--- src/rtl/uart_tx_fifo_cfg.sv ---
// Configurable-frame UART transmitter (5-9 data bits, none/even/odd parity, 1-2 stop bits)
// fed by a small valid/ready input FIFO so queued words go out back-to-back.
module uart_tx_fifo_cfg #(
  parameter int CLK_FREQ   = 50_000_000,
  parameter int UART_BPS   = 115200,
  parameter int DATA_W     = 8,
  parameter int PARITY     = 0,
  parameter int STOP_BITS  = 1,
  parameter int FIFO_DEPTH = 4
) (
  input  logic                          clk,
  input  logic                          rst,
  input  logic                          uart_tx_valid,
  input  logic [DATA_W-1:0]             uart_tx_data,
  output logic                          uart_tx_ready,
  output logic                          uart_txd,
  output logic                          uart_tx_busy,
  output logic                          uart_tx_done,
  output logic [$clog2(FIFO_DEPTH):0]   fifo_level
);

  localparam int BAUD_CNT_MAX = CLK_FREQ / UART_BPS;
  localparam int CNT_W        = $clog2(BAUD_CNT_MAX);
  localparam int IDX_W        = $clog2(DATA_W);
  localparam int PTR_W        = $clog2(FIFO_DEPTH);
  localparam int LVL_W        = PTR_W + 1;

  if (DATA_W < 5 || DATA_W > 9 || PARITY < 0 || PARITY > 2 ||
      (STOP_BITS != 1 && STOP_BITS != 2) || FIFO_DEPTH < 2 ||
      (FIFO_DEPTH & (FIFO_DEPTH - 1)) != 0 || BAUD_CNT_MAX < 2) begin : g_param_check
    $error("uart_tx_fifo_cfg: illegal parameter combination");
  end

  typedef enum logic [2:0] {S_IDLE, S_START, S_DATA, S_PARITY, S_STOP} state_t;

  state_t              state_q, state_d;
  logic [CNT_W-1:0]    baud_cnt_q, baud_cnt_d;
  logic [IDX_W-1:0]    bit_idx_q, bit_idx_d;
  logic [DATA_W-1:0]   shreg_q, shreg_d;
  logic                txd_q, txd_d;
  logic [PTR_W-1:0]    wr_ptr_q, wr_ptr_d, rd_ptr_q, rd_ptr_d;
  logic [LVL_W-1:0]    level_q, level_d;
  logic [DATA_W-1:0]   mem_q [FIFO_DEPTH];

  logic push, pop, bit_last, frame_end, par_bit;

  assign uart_tx_ready = (level_q != LVL_W'(FIFO_DEPTH));
  assign push          = uart_tx_valid && uart_tx_ready;
  assign bit_last      = (baud_cnt_q == CNT_W'(BAUD_CNT_MAX - 1));
  assign frame_end     = (state_q == S_STOP) && bit_last && (bit_idx_q == IDX_W'(STOP_BITS - 1));
  // Pop looks at the level before this cycle's push, so a fresh word waits one clk.
  assign pop           = (level_q != '0) && ((state_q == S_IDLE) || frame_end);
  assign par_bit       = (PARITY == 1) ? ^shreg_q : ~^shreg_q;

  always_comb begin
    state_d    = state_q;
    baud_cnt_d = baud_cnt_q;
    bit_idx_d  = bit_idx_q;
    shreg_d    = shreg_q;
    txd_d      = txd_q;
    if (state_q != S_IDLE) begin
      baud_cnt_d = bit_last ? '0 : baud_cnt_q + 1'b1;
    end
    case (state_q)
      S_IDLE: txd_d = 1'b1;
      S_START: begin
        if (bit_last) begin
          state_d   = S_DATA;
          bit_idx_d = '0;
          txd_d     = shreg_q[0];
        end
      end
      S_DATA: begin
        if (bit_last) begin
          if (bit_idx_q == IDX_W'(DATA_W - 1)) begin
            bit_idx_d = '0;
            if (PARITY != 0) begin
              state_d = S_PARITY;
              txd_d   = par_bit;
            end else begin
              state_d = S_STOP;
              txd_d   = 1'b1;
            end
          end else begin
            bit_idx_d = bit_idx_q + 1'b1;
            txd_d     = shreg_q[bit_idx_q + 1'b1];
          end
        end
      end
      S_PARITY: begin
        if (bit_last) begin
          state_d   = S_STOP;
          bit_idx_d = '0;
          txd_d     = 1'b1;
        end
      end
      S_STOP: begin
        if (bit_last) begin
          if (bit_idx_q == IDX_W'(STOP_BITS - 1)) begin
            state_d = S_IDLE;
            txd_d   = 1'b1;
          end else begin
            bit_idx_d = bit_idx_q + 1'b1;
          end
        end
      end
      default: state_d = S_IDLE;
    endcase
    // A pop overrides the frame tail so the next START follows the last stop clk directly.
    if (pop) begin
      state_d    = S_START;
      shreg_d    = mem_q[rd_ptr_q];
      txd_d      = 1'b0;
      baud_cnt_d = '0;
      bit_idx_d  = '0;
    end
  end

  always_comb begin
    wr_ptr_d = push ? wr_ptr_q + 1'b1 : wr_ptr_q;
    rd_ptr_d = pop  ? rd_ptr_q + 1'b1 : rd_ptr_q;
    case ({push, pop})
      2'b10:   level_d = level_q + 1'b1;
      2'b01:   level_d = level_q - 1'b1;
      default: level_d = level_q;
    endcase
  end

  always_ff @(posedge clk) begin
    if (push) begin
      mem_q[wr_ptr_q] <= uart_tx_data;
    end
  end

  always_ff @(posedge clk) begin
    if (rst) begin
      state_q    <= S_IDLE;
      baud_cnt_q <= '0;
      bit_idx_q  <= '0;
      shreg_q    <= '0;
      txd_q      <= 1'b1;
      wr_ptr_q   <= '0;
      rd_ptr_q   <= '0;
      level_q    <= '0;
    end else begin
      state_q    <= state_d;
      baud_cnt_q <= baud_cnt_d;
      bit_idx_q  <= bit_idx_d;
      shreg_q    <= shreg_d;
      txd_q      <= txd_d;
      wr_ptr_q   <= wr_ptr_d;
      rd_ptr_q   <= rd_ptr_d;
      level_q    <= level_d;
    end
  end

  assign uart_txd     = txd_q;
  assign uart_tx_busy = (state_q != S_IDLE);
  assign uart_tx_done = frame_end;
  assign fifo_level   = level_q;

endmodule
--- config.mk ---
export PLATFORM = sky130hd
export DESIGN_NAME = uart_tx_fifo_cfg
export DESIGN_NICKNAME = d
export VERILOG_FILES = /design/src/rtl/uart_tx_fifo_cfg.sv
export SDC_FILE = /design/constraint.sdc
export NUM_CORES = 1
export LEC_CHECK = 0
export CORE_MARGIN = 4
export CORE_UTILIZATION = 55
export CTS_CLUSTER_DIAMETER = 150
export DETAILED_ROUTE_END_ITERATION = 12
export GPL_TIMING_DRIVEN = 0
export PLACE_DENSITY = 0.75
export SYNTH_ARGS = -nofsm -noshare
export SYNTH_HDL_FRONTEND = slang
export SYNTH_SLANG_ARGS = --single-unit
--- constraint.sdc ---
create_clock -name clk -period 5.9 [get_ports clk]
set_input_delay 1.18 -clock clk [delete_from_list [all_inputs] [get_ports clk]]
set_output_delay 1.18 -clock clk [all_outputs]
set_load 0.01 [all_outputs]
==> results.md <==
- Port bufs: 17
- Number of synthesized register bits: 63
- Setup crit end kind: register
- Detailed Place HPWL: 3283 um
- RSZ-0062 raised after global routing: false
- Final Total Pwr: 1358 uW
- Most common flop cell mapped by yosys: edfxtp_1
- Beginning of the worst register-to-register path: bit_idx_q[0]
- DRC: 0
- Commonest non-fill, non-tap cell in the layout: edfxtp_1
- FMAX: 0.2922 GHz
- Largest net degree at the start of global routing: 13
- Critical Path RT: 6170 ps
- Worst EP arrival: 3690 ps
- Die width: 79.86 um
- Antenna viol nets, final: 0
- PD cells: 412.7 nW/um^2
- Layout area overhead: 15.90%
- Max Cap Viol: 0
- Bufs on Longest Clock Path: 2
- Hold depth: 2
- Starting DRT DRC Count: 65
- Tmin final: 3423 ps
- Final WL: 4573 um
- Final setup viols: 0
- Fin Setup TNS: 0 ps
- CP peak stage delay: 790 ps
- Clk_lat worst skew: 340 ps
- DIE AREA: 6378 um^2
- Worst vdd ir: 226.0 uV
- Critical path, cell by cell: inv_1, ha_1, or2b_2, nand3b_4, a2111oi_4, buf_6, ha_1, inv_1, fa_1, xor2_1, or3_1, a21oi_1
- Vias in the first global route: 1730
- WL/cell: 14.20 um
- Ys Warns: 0
- Pre-Repair DR Iteration Count: 6
- I/O pins: 18
- Critical R2R Capture: fifo_level[2]
- Layout Cells excl Fill: 322
- Final Max Tran Viols: 0
- Number of diodes: 0
- Clk_skew: 11.68 ps
- Most frequent cells in the layout: 32 x edfxtp_1, 31 x dfxtp_1, 30 x nor2_1
- Share of cells above drive strength 1: 16.08%
- Worst Min Path Start: shreg_q[7]
- Starting Density: 58.58%
- Routed vias/inst: 5.407
- Nets: 272
- Share of the synthesized area in the top cell type: 33.83%
- Worst hold path class: reg -> reg
- Placeable Area: 4848 um^2
- Clock Pin Slew Worst Setup and Hold Paths: 80 ps
- Post-CTS Setup Inserts: 0
- Crit path buf inv count: 3
- Sequential share of the synthesized area: 55.68%
- Post-Syn Area: 2840 um^2
- Synth unique cells: 46
- Top post-synthesis cells by area: edfxtp_1 34%, dfxtp_1 22%, mux4_2 7.9%
- Placed cell count: 306
- Number of synthesized flops with an enable pin: 32
- Row count: 25
- Routed vias: 1741
- Global-route usage over all layers: 16.85%
- Cell taking the most area after synthesis: edfxtp_1
- Routability Congestion: 0.8652
- CTS tree: built
- R2R Setup Slk: 2480 ps
- Num CTS Buffers: 9
- Crit Path Class: reg -> reg
- Post-cts sizing count: 0
- Clock root buffer master: clkbuf_8
- P_leak: 0.001213 uW
- Async set-reset flop share out of synthesis: 0%
- First-pass GRT wire length: 8045 um
- Die Y: 79.86 um
- Worst-margin pin slew: 808.1 ps
- Startpoint types: register
- Clock sinks: 63
- Post-route setup slack: 2477 ps
- Cells after Synth: 222
- Fin crit share: 58.01%
- Synthesized area per cell: 12.79 um^2
- Hold-fix buffer count after cts: 0
- Syn nets: 244
- Worst Hold End: shreg_q[7]
- Relative slew slack: 46.13%
- Initial antenna violation count: 0
- Outcome: finished clean
- Crit-path max FO: 10
- Register-to-Register Path Depth: 12
- GR Overflow Total: 0
- Pre-CTS setup slack: 2472 ps
- CP max-delay cell: a2111oi_4
- CP delay by family, top: compound AO/OA/AOI/OAI gates
- H-tree Lvls: 3
- Final hold violation count: 0
-- final cells by class --
type / instances / area (um^2)
clock inverters: 7 / 73.82
inverters: 10 / 37.54
flip-flops and latches: 63 / 1582
repair buffers: 17 / 170.2
plain buffers: 10 / 77.57
clock buffers: 9 / 123.9
fillers: 343 / 1556
well taps: 67 / 83.83
multi-input cells: 139 / 1144
-- state kept, by name, summed over array words and instances (netlist names) --
register    count
baud_cnt_q      9
rd_ptr_q        2
mem_q          32
shreg_q         8
bit_idx_q       3
state_q         3
fifo_level      3
wr_ptr_q        2
uart_txd        1
-- tightest hold or removal path: cells and delay by family (launching register included) --
family,cells,cell delay [ps]
DFF,1,330
and+or+nand+nor,1,70
muxes,1,60
-- how the worst max path moves through the flow --
stage,start,cells after the start,to
after floorplan,bit_idx_q[0],12,fifo_level[2]
after global placement,bit_idx_q[0],12,fifo_level[2]
after global routing,bit_idx_q[0],12,fifo_level[2]
after CTS,bit_idx_q[0],12,fifo_level[2]
final,bit_idx_q[0],12,fifo_level[2]
after detailed placement,bit_idx_q[0],12,fifo_level[2]
-- where the power goes --
| group | internal [uW] | total, uW | switching [uW] | leakage (uW) |
|---|---|---|---|---|
| Combinational | 211 | 420 | 209 | 0.000567 |
| Clock | 195 | 366 | 171 | 0.0000992 |
| Sequential | 532 | 572 | 40.3 | 0.000546 |
-- synth_stat cells (all sizes together) (2+ instances only) --
cell,instances
o21ai,8
a21oi,6
inv,10
nor3,4
clkbuf,5
nand2b,2
or3,2
mux2i,11
mux4,10
xor2,8
edfxtp,32
ha,10
nand2,7
xnor2,4
and2,2
or2b,2
a2111oi,2
a32oi,2
nor2,30
and3,7
nand3b,2
dfxtp,31
buf,5
nand3,5
-- layer usage --
metal | track usage, % | share of wire, % | vias to the layer above
met1 | 21.15 | 46 | 827
met2 | 25.63 | 47 | 36
met4 | 10.30 | 3.0 | 0
li1 | - | - | 864
met5 | 0 | 0 | -
met3 | 4.853 | 3.9 | 14
-- cell families (layout without fill, tap and decap cells) --
family	after synthesis	count (layout)	share of synthesized area [%]
mux	22	22	12.20
simple gates	69	69	12.82
buf+inv	20	53	4.052
xor+xnor	12	12	3.700
fa+ha+maj	11	11	5.110
compound gates	25	25	6.433
flops	63	63	55.68
-- stage by stage --
step	instance area (um^2)	utilization, %	hold WS [ps]
3_3_place_gp	3094	63.82	468.4
5_1_grt	3292	67.90	512.6
3_5_place_dp	3094	63.82	480.8
2_1_floorplan	2840	-	454.6
4_1_cts	3292	67.90	499.8
6_report	3292	67.90	497.2
Power figures use the tool's default switching activity.
